`config.mk`:
```
export PLATFORM = sky130hd
export DESIGN_NAME = mem_access_unit
export DESIGN_NICKNAME = d
export VERILOG_FILES = /design/src/rtl/mem_access_unit_pkg.sv /design/src/rtl/mem_access_unit_load_align.sv /design/src/rtl/mem_access_unit.sv
export SDC_FILE = /design/constraint.sdc
export NUM_CORES = 1
export LEC_CHECK = 0
export ABC_AREA = 1
export CAP_MARGIN = 20
export CORE_MARGIN = 2
export CORE_UTILIZATION = 45
export DETAILED_ROUTE_END_ITERATION = 8
export GPL_ROUTABILITY_DRIVEN = 0
export PLACE_DENSITY = 0.8
export SLEW_MARGIN = 20
export SYNTH_ARGS = -nofsm -noshare
export SYNTH_HDL_FRONTEND = slang
export SYNTH_HIERARCHICAL = 1
export SYNTH_SLANG_ARGS = --single-unit
```
`constraint.sdc`:
```
create_clock -name clk_i -period 2.6 [get_ports clk_i]
set_input_delay 0.52 -clock clk_i [delete_from_list [all_inputs] [get_ports clk_i]]
set_output_delay 0.52 -clock clk_i [all_outputs]
set_load 0.05 [all_outputs]
```
`src/rtl/mem_access_unit_pkg.sv`:
```
// Shared encodings for the MEM stage: access widths, FSM states, byte-lane patterns.
package mem_access_unit_pkg;

    // funct3[1:0] access width encodings
    localparam logic [1:0] MW_BYTE = 2'b00;
    localparam logic [1:0] MW_HALF = 2'b01;
    localparam logic [1:0] MW_WORD = 2'b10;
    localparam logic [1:0] MW_ILL  = 2'b11;

    typedef enum logic {
        IDLE = 1'b0,
        BUSY = 1'b1
    } mau_state_t;

    // Byte-enable patterns for the four-lane data bus
    localparam logic [3:0] BE_BYTE0   = 4'b0001;
    localparam logic [3:0] BE_HALF_LO = 4'b0011;
    localparam logic [3:0] BE_HALF_HI = 4'b1100;
    localparam logic [3:0] BE_WORD    = 4'b1111;
    localparam logic [3:0] BE_NONE    = 4'b0000;

    // Byte enables for an access of the given width at byte offset off
    function automatic logic [3:0] lane_be(input logic [1:0] width, input logic [1:0] off);
        case (width)
            MW_BYTE: lane_be = BE_BYTE0 << off;
            MW_HALF: lane_be = off[1] ? BE_HALF_HI : BE_HALF_LO;
            MW_WORD: lane_be = BE_WORD;
            default: lane_be = BE_NONE;
        endcase
    endfunction

    // An access faults when it crosses its natural alignment or the width is illegal
    function automatic logic lane_misaligned(input logic [1:0] width, input logic [1:0] off);
        lane_misaligned = ((width == MW_HALF) && off[0])
                        || ((width == MW_WORD) && (off != 2'b00))
                        || (width == MW_ILL);
    endfunction

endpackage

```
`src/rtl/mem_access_unit_load_align.sv`:
```
// Load data alignment: picks the addressed byte/half from a read word and extends it.
module load_align
    import mem_access_unit_pkg::*;
#(
    parameter int XLEN = 32
) (
    input  logic [XLEN-1:0] rdata,
    input  logic [1:0]      offset,
    input  logic [1:0]      width,
    input  logic            sign_ext,
    output logic [XLEN-1:0] data
);

    logic [7:0]  byte_sel;
    logic [15:0] half_sel;

    // Select the lane at the access offset, then sign- or zero-extend it
    always_comb begin
        byte_sel = rdata[8*offset +: 8];
        half_sel = offset[1] ? rdata[31:16] : rdata[15:0];
        case (width)
            MW_BYTE: data = {{(XLEN-8){sign_ext & byte_sel[7]}}, byte_sel};
            MW_HALF: data = {{(XLEN-16){sign_ext & half_sel[15]}}, half_sel};
            default: data = rdata;
        endcase
    end

endmodule

```
`src/rtl/mem_access_unit.sv`:
```
// MEM pipeline stage: drives the req/ack data bus, aligns loads, registers MEM/WB.
//
// Handshake: upstream presents an instruction with valid_i and it is consumed on
// any rising edge where stall_o is low. On the bus, dmem_req_o and all request
// fields are held stable from the acceptance edge until the edge of a cycle in
// which dmem_ack_i is high; that edge completes the access (ack may coincide
// with the first request cycle).
module mem_access_unit
    import mem_access_unit_pkg::*;
#(
    parameter int XLEN = 32
) (
    input  logic            clk_i,
    input  logic            rst_n,
    input  logic            valid_i,
    input  logic [XLEN-1:0] alu_result_i,
    input  logic [XLEN-1:0] store_data_i,
    input  logic            mem_write_i,
    input  logic            load_mem_i,
    input  logic [1:0]      mem_width_i,
    input  logic            mem_sign_extend_i,
    input  logic            reg_write_i,
    input  logic [4:0]      rd_i,
    output logic            stall_o,
    output logic            dmem_req_o,
    output logic            dmem_we_o,
    output logic [XLEN-1:0] dmem_addr_o,
    output logic [3:0]      dmem_be_o,
    output logic [XLEN-1:0] dmem_wdata_o,
    input  logic            dmem_ack_i,
    input  logic [XLEN-1:0] dmem_rdata_i,
    output logic            wb_valid_o,
    output logic            wb_reg_write_o,
    output logic [4:0]      wb_rd_o,
    output logic [XLEN-1:0] wb_data_o,
    output logic            misaligned_o,
    output mau_state_t      dbg_state_o
);

    mau_state_t      state_q, state_d;
    logic            is_mem, misal, accept, complete;
    logic [1:0]      off;
    logic [XLEN-1:0] wdata_d;
    logic [XLEN-1:0] load_data;

    // Request attributes captured at acceptance; live inputs are not trusted later
    logic [1:0]      lat_off, lat_width;
    logic            lat_sign, lat_load, lat_rw;
    logic [4:0]      lat_rd;

    assign off         = alu_result_i[1:0];
    assign is_mem      = valid_i & (load_mem_i | mem_write_i);
    assign misal       = lane_misaligned(mem_width_i, off);
    assign complete    = (state_q == BUSY) & dmem_ack_i;
    assign dbg_state_o = state_q;

    // Replicate store data across every lane the access may touch
    always_comb begin
        case (mem_width_i)
            MW_BYTE: wdata_d = {4{store_data_i[7:0]}};
            MW_HALF: wdata_d = {2{store_data_i[15:0]}};
            default: wdata_d = store_data_i;
        endcase
    end

    // FSM state register
    always_ff @(posedge clk_i or negedge rst_n) begin
        if (!rst_n) state_q <= IDLE;
        else        state_q <= state_d;
    end

    // FSM next state, stall and acceptance
    always_comb begin
        state_d = state_q;
        stall_o = 1'b0;
        accept  = 1'b0;
        case (state_q)
            IDLE: begin
                if (is_mem && !misal) begin
                    stall_o = 1'b1;
                    accept  = 1'b1;
                    state_d = BUSY;
                end
            end
            BUSY: begin
                stall_o = ~dmem_ack_i;
                if (dmem_ack_i) state_d = IDLE;
            end
            default: state_d = IDLE;
        endcase
    end

    // Bus request registers and latched request attributes
    always_ff @(posedge clk_i or negedge rst_n) begin
        if (!rst_n) begin
            dmem_req_o   <= 1'b0;
            dmem_we_o    <= 1'b0;
            dmem_addr_o  <= '0;
            dmem_be_o    <= '0;
            dmem_wdata_o <= '0;
            lat_off      <= '0;
            lat_width    <= '0;
            lat_sign     <= 1'b0;
            lat_load     <= 1'b0;
            lat_rw       <= 1'b0;
            lat_rd       <= '0;
        end else if (accept) begin
            dmem_req_o   <= 1'b1;
            dmem_we_o    <= mem_write_i;
            dmem_addr_o  <= {alu_result_i[XLEN-1:2], 2'b00};
            dmem_be_o    <= lane_be(mem_width_i, off);
            dmem_wdata_o <= wdata_d;
            lat_off      <= off;
            lat_width    <= mem_width_i;
            lat_sign     <= mem_sign_extend_i;
            lat_load     <= ~mem_write_i;
            lat_rw       <= reg_write_i;
            lat_rd       <= rd_i;
        end else if (complete) begin
            dmem_req_o   <= 1'b0;
        end
    end

    load_align #(.XLEN(XLEN)) u_load_align (
        .rdata    (dmem_rdata_i),
        .offset   (lat_off),
        .width    (lat_width),
        .sign_ext (lat_sign),
        .data     (load_data)
    );

    // MEM/WB register: pass-through ops, faults and completed bus accesses
    always_ff @(posedge clk_i or negedge rst_n) begin
        if (!rst_n) begin
            wb_valid_o     <= 1'b0;
            wb_reg_write_o <= 1'b0;
            wb_rd_o        <= '0;
            wb_data_o      <= '0;
            misaligned_o   <= 1'b0;
        end else begin
            wb_valid_o     <= 1'b0;
            wb_reg_write_o <= 1'b0;
            misaligned_o   <= 1'b0;
            if (state_q == IDLE) begin
                if (valid_i && !is_mem) begin
                    wb_valid_o     <= 1'b1;
                    wb_reg_write_o <= reg_write_i;
                    wb_rd_o        <= rd_i;
                    wb_data_o      <= alu_result_i;
                end else if (is_mem && misal) begin
                    wb_valid_o   <= 1'b1;
                    misaligned_o <= 1'b1;
                    wb_rd_o      <= rd_i;
                    wb_data_o    <= alu_result_i;
                end
            end else if (complete) begin
                wb_valid_o     <= 1'b1;
                wb_reg_write_o <= lat_load & lat_rw;
                wb_rd_o        <= lat_rd;
                if (lat_load) wb_data_o <= load_data;
            end
        end
    end

endmodule

```
==> results of run 1 <==
per-stage QoR:
stage,std cells,hold WS (ps)
floorplan,819,224
global placement,1182,454
detailed placement,1182,462
CTS,1210,152
global route,1210,171
finish,1210,131
state kept, by name (all words and copies together), names as in the netlist:
signal	count
dmem_addr_o	30
lat_rd	5
lat_off	2
dmem_wdata_o	32
lat_sign	1
wb_valid_o	1
lat_width	2
misaligned_o	1
lat_rw	1
dbg_state_o	1
dmem_we_o	1
dmem_be_o	4
wb_rd_o	5
lat_load	1
wb_reg_write_o	1
wb_data_o	32
dmem_req_o	1
kinds of logic after synthesis:
kind of cell,after synthesis,synth area share
AO/OA/AOI/OAI,137,0.122
other,1,0.000582
buffers and inverters,109,0.100
AND/OR/NAND/NOR,450,0.307
flip-flops,121,0.470
cells in the mapped netlist, drive strengths merged:
cell type / n / area [µm²]
nand2: 352 / 1370
a22oi: 1 / 7.51
dfrtp: 121 / 3030
a31oi: 4 / 25.0
conb: 1 / 3.75
clkbuf: 12 / 46.3
nor2: 17 / 88.8
a21oi: 10 / 50.1
o21a: 1 / 8.76
o211ai: 15 / 113
inv: 58 / 230
o21ai: 106 / 579
buf: 39 / 370
and2: 7 / 51.3
or2: 7 / 43.8
nand4: 1 / 6.26
nand3: 66 / 418
where the power goes:
group | total, mW | switching, mW | leakage, nW | internal, mW
logic | 4.26 | 2.85 | 2.67 | 1.42
registers | 2.72 | 0.320 | 1.51 | 2.40
clock network | 2.21 | 0.810 | 0.266 | 1.40
metal layers:
metal | vias to the layer above | global-route usage
met5 | - | 0
li1 | 3016 | -
met1 | 2894 | 0.326
met2 | 294 | 0.422
met3 | 48 | 0.0939
met4 | 0 | 0.111
final cells by class:
| class | count | share of cell area |
|---|---|---|
| clock buffers | 19 | 0.0483 |
| clock inverters | 9 | 0.0113 |
| inverters | 58 | 0.0251 |
| multi-input cells | 589 | 0.302 |
| flip-flops and latches | 121 | 0.330 |
| well taps | 180 | 0.0245 |
| repair buffers | 234 | 0.259 |
final timing paths:
check	to	slack (ps)	cells after the start
max	stall_o	330	7
min	dmem_addr_o[20]	130	1
max reg2reg	wb_data_o[28]	710	9
min reg2reg	wb_data_o[0]	470	2
max in group asynchronous	lat_off[0]	1790	2
min in group clk_i	wb_data_o[0]	470	2
critical path: stages:
cell                              delay (ps)
sky130_fd_sc_hd__clkdlybuf4s50_1         530
sky130_fd_sc_hd__inv_1                   110
sky130_fd_sc_hd__nand2_1                 150
sky130_fd_sc_hd__nand2_2                  80
sky130_fd_sc_hd__nand3_4                  80
sky130_fd_sc_hd__nand2_1                 110
sky130_fd_sc_hd__buf_12                  170
==> impl_metrics.ini, run 1 <==
[run_status]
status = finished, final reports clean

[timing]
timing.fmax_ghz = 0.440
layout_setup_ws_ps = 329
setup_violations = 0
max_slew_margin_vs_limit = 0.556
rsz0062_at_grt = false
hold_viol_final = 0
tns_ps = 0
timing_max_transition_violations_final = 0
finalCriticalPeriod_ps = 2270
final.period_utilization = 0.873
skew_ps = 7.93
worstMarginPinSlew_ps = 666

[detailed_routing]
remaining_drc_errors = 0
post_drt_wl_per_cell_um = 16.2
highest_routed_metal_layer = met4
met3_length_um = 2050
met2RoutedLength_um = 9140
wirelength_met1_um = 7710
detailedRoute.firstIterationViolations = 496
drt_pass1_iterations = 6
routed_via_density = 5.17
detail-route-antenna-nets = 0
dr_total_vias = 6252
postRouteWirelength_um = 19600

[clocking]
numCtsBuffers = 17
clkLatencyLatePin_ps = 410
clock_sinks = 121
cts-root-buf = sky130_fd_sc_hd__clkbuf_16
postCtsResizedCells = 0
cts_buffer_depth = 2
tritoncts = built
ctsHoldBuffers = 0
cts_htree_levels = 4
post_cts_buffers = 0
clk_transition_reported_paths_ps = 50

[die]
fp.dieW_um = 124
floorplan.initialDensity = 0.462
coreArea_um2 = 13900
num_rows = 43
io_pins = 223
design.die.area_um2 = 15300
die_height_um = 124

[layout]
final_common_cell = sky130_fd_sc_hd__nand2_1
area.sequential_um2 = 3030
multiInputGateArea_um2 = 2770
final_core_util = 0.658
leading_cell_types_in_the_layout_fill_and_taps_excluded = 339 x sky130_fd_sc_hd__nand2_1, 217 x sky130_fd_sc_hd__clkdlybuf4s50_1, 120 x sky130_fd_sc_hd__dfrtp_1
antenna_cells_inserted = 0
drive_above_1_share = 0.104
final_nets = 1132
post-route-cell-area_um2 = 9170
final.fill_count = 1171
area.growth.synth_to_final_pct = 42.5

[power]
p_leak_nw = 4.45
power_density_nw_per_um2 = 1000
irDropWorstVdd_uv = 518
p_total_mw = 9.19

[global_routing]
grt_max_degree = 69
grt_overflow_total = 0
grt_util_all_layers = 0.264
grt_antenna_before_repair = 0
first_global_vias = 6017
grt_first_pass_wirelength_um = 30700

[setup_path]
crit_path_start_kind = primary input
endpoint_kind = output pin
worst_ep_required_time_ps = 2080
crit_path_max_fanout = 5
critical_path_class = primary input to output pin
critical_path_arrival_ps = 1750
reg2reg_from = lat_off[1]
worstSetupStartpoint = alu_result_i[1]

[synth]
synth.distinct_cells = 36
total_standard_cell_area_after_synthesis_um2 = 6440
post_synth_inst_count = 818
synth_warnings = 6
avgSynthCellArea_um2 = 7.87
ys_ff_latch = 121
synth-seq-area-share = 0.470

[flow_run]
number_of_max_cap_violations = 0

[place]
dp_worst_setup_slack_ps = 209
buffer_ports.inserted = 220
post_detailed_placement_half_perimeter_wirelength_um = 14200
post_dp_cell_area_um2 = 8630

[hold_path]
hold_path.class = primary input to asynchronous set/reset pin
No activity file was read; power rests on OpenSTA's default activity.
==> run 2: changes to the inputs <==
Settings changed: CORE_UTILIZATION 45 to 42, PLACE_DENSITY 0.8 to 0.78.
Clock period 2.6 ns to 1.9 ns, I/O delays scaled along.
==> impl_metrics.ini, run 2 (same netlist as run 1, synthesis figures left out) <==
[setup_path]
critical_path_class = primary input to output pin
crit_path_start_kind = primary input
worstSetupStartpoint = valid_i
timing.reg2reg.setup_slack_ps = 150
critical_path_arrival_ps = 1430
timing.rr.end = wb_data_o[12]
worst_ep_required_time_ps = 1520
endpoint_kind = output pin
reg2reg_from = lat_off[1]
cells_on_worst_reg2reg_path = 9
crit_path_max_fanout = 4

[flow_run]
number_of_max_cap_violations = 0

[clocking]
post_cts_buffers = 0
clock_sinks = 121
cts-root-buf = sky130_fd_sc_hd__clkbuf_16
clkLatencyLatePin_ps = 420
tritoncts = built
numCtsBuffers = 17
cts_htree_levels = 4
clk_transition_reported_paths_ps = 60
cts_buffer_depth = 2

[timing]
worstMarginPinSlew_ps = 511
final.period_utilization = 0.954
timing.fmax_ghz = 0.552
skew_ps = 7.05
hold_viol_final = 0
finalCriticalPeriod_ps = 1810
setup_violations = 0
max_slew_margin_vs_limit = 0.661
layout_setup_ws_ps = 87.2
rsz0062_at_grt = false
timing_max_transition_violations_final = 0

[power]
p_total_mw = 12.9
irDropWorstVdd_uv = 669
power_density_nw_per_um2 = 1370
p_leak_nw = 4.90

[layout]
final.fill_count = 1315
reg_top3 = dmem_wdata_o x32, wb_data_o x32, dmem_addr_o x30
drive_above_1_share = 0.190
final_nets = 1165
antenna_cells_inserted = 0
leading_cell_types_in_the_layout_fill_and_taps_excluded = 336 x sky130_fd_sc_hd__nand2_1, 120 x sky130_fd_sc_hd__dfrtp_1, 106 x sky130_fd_sc_hd__clkdlybuf4s50_1
area.growth.synth_to_final_pct = 46.4
final_common_cell = sky130_fd_sc_hd__nand2_1

[detailed_routing]
detail-route-antenna-nets = 0
dr_total_vias = 6288
detailedRoute.firstIterationViolations = 575
postRouteWirelength_um = 19800
post_drt_wl_per_cell_um = 15.8
remaining_drc_errors = 0
routed_via_density = 5.01
drt_pass1_iterations = 5

[die]
design.die.area_um2 = 16300
num_rows = 45
floorplan.initialDensity = 0.427
io_pins = 223
fp.dieW_um = 128
die_height_um = 128
coreArea_um2 = 15100

[place]
buffer_ports.inserted = 220
post_detailed_placement_half_perimeter_wirelength_um = 14800
dp_worst_setup_slack_ps = -163

[global_routing]
grt_antenna_before_repair = 0
grt_overflow_total = 0
grt_util_all_layers = 0.249
first_global_vias = 6067
grt_max_degree = 73
grt_first_pass_wirelength_um = 31400

[hold_path]
hold_path.class = primary input to asynchronous set/reset pin

[run_status]
status = finished, final reports clean
[run 2: cell types whose count changed in the layout (fill, tap and decap cells not counted), sizes merged, moves of 2 or more]
cell / previous run / this run
dlygate4sd2: 0 / 52
clkinv: 5 / 3
bufinv: 2 / 5
clkbuf: 19 / 21
buf: 17 / 107
clkdlybuf4s50: 217 / 106
[run 2: worst max-delay path by stage]
stage,end,slack (ps),depth (start not counted)
floorplan,stall_o,100,8
global placement,dmem_wdata_o[21],-80,9
detailed placement,wb_data_o[28],-160,9
CTS,stall_o,6,7
global route,stall_o,6,6
finish,stall_o,90,6
[run 2: cell type report]
cell class	count	area, µm²	area share
inverter	58	230	0.0244
tap	188	235	0.0250
multi-input combinational	589	2780	0.294
timing repair buffer	267	2500	0.266
clock buffer	21	460	0.0488
clock inverter	11	193	0.0204
sequential	121	3030	0.321
[run 2: repair_timing]
item	4_1_cts	5_1_grt
hold endpoints to repair	27	0
gates resized for setup	54	2
endpoints found under the setup margin	51	1
hold buffers	1	0
pin swaps	0	0
[run 2: metrics by stage]
step	hold slack (ps)	TNS [ps]	cells	util	cell area, µm²
finish	447	0	1255	0.625	9430
CTS	443	0	1255	0.624	9420
detailed placement	354	-7050	1222	0.584	8820
global route	469	0	1255	0.625	9430
floorplan	84.4	0	819	-	6440
global placement	358	-3640	1222	0.584	8820
[run 2: routing by layer]
layer | up-vias | wire (µm) | GRT usage
li1 | 3086 | - | -
met1 | 2874 | 8140 | 0.309
met2 | 294 | 9490 | 0.415
met3 | 34 | 1640 | 0.0722
met4 | 0 | 555 | 0.0905
met5 | - | 0 | 0
[run 2: report_power, final]
part | internal [mW] | leakage (nW) | switching, mW
combinational | 1.74 | 3.07 | 3.92
sequential | 3.28 | 1.51 | 0.437
clock | 2.40 | 0.314 | 1.18
[run 2: worst max-delay path, cell delays in order]
cell and delay, ps:
sky130_fd_sc_hd__clkdlybuf4s50_1 520, sky130_fd_sc_hd__inv_2 60, sky130_fd_sc_hd__nor2_4 140, sky130_fd_sc_hd__nand3_4 100
sky130_fd_sc_hd__nand2_2 90, sky130_fd_sc_hd__buf_12 140
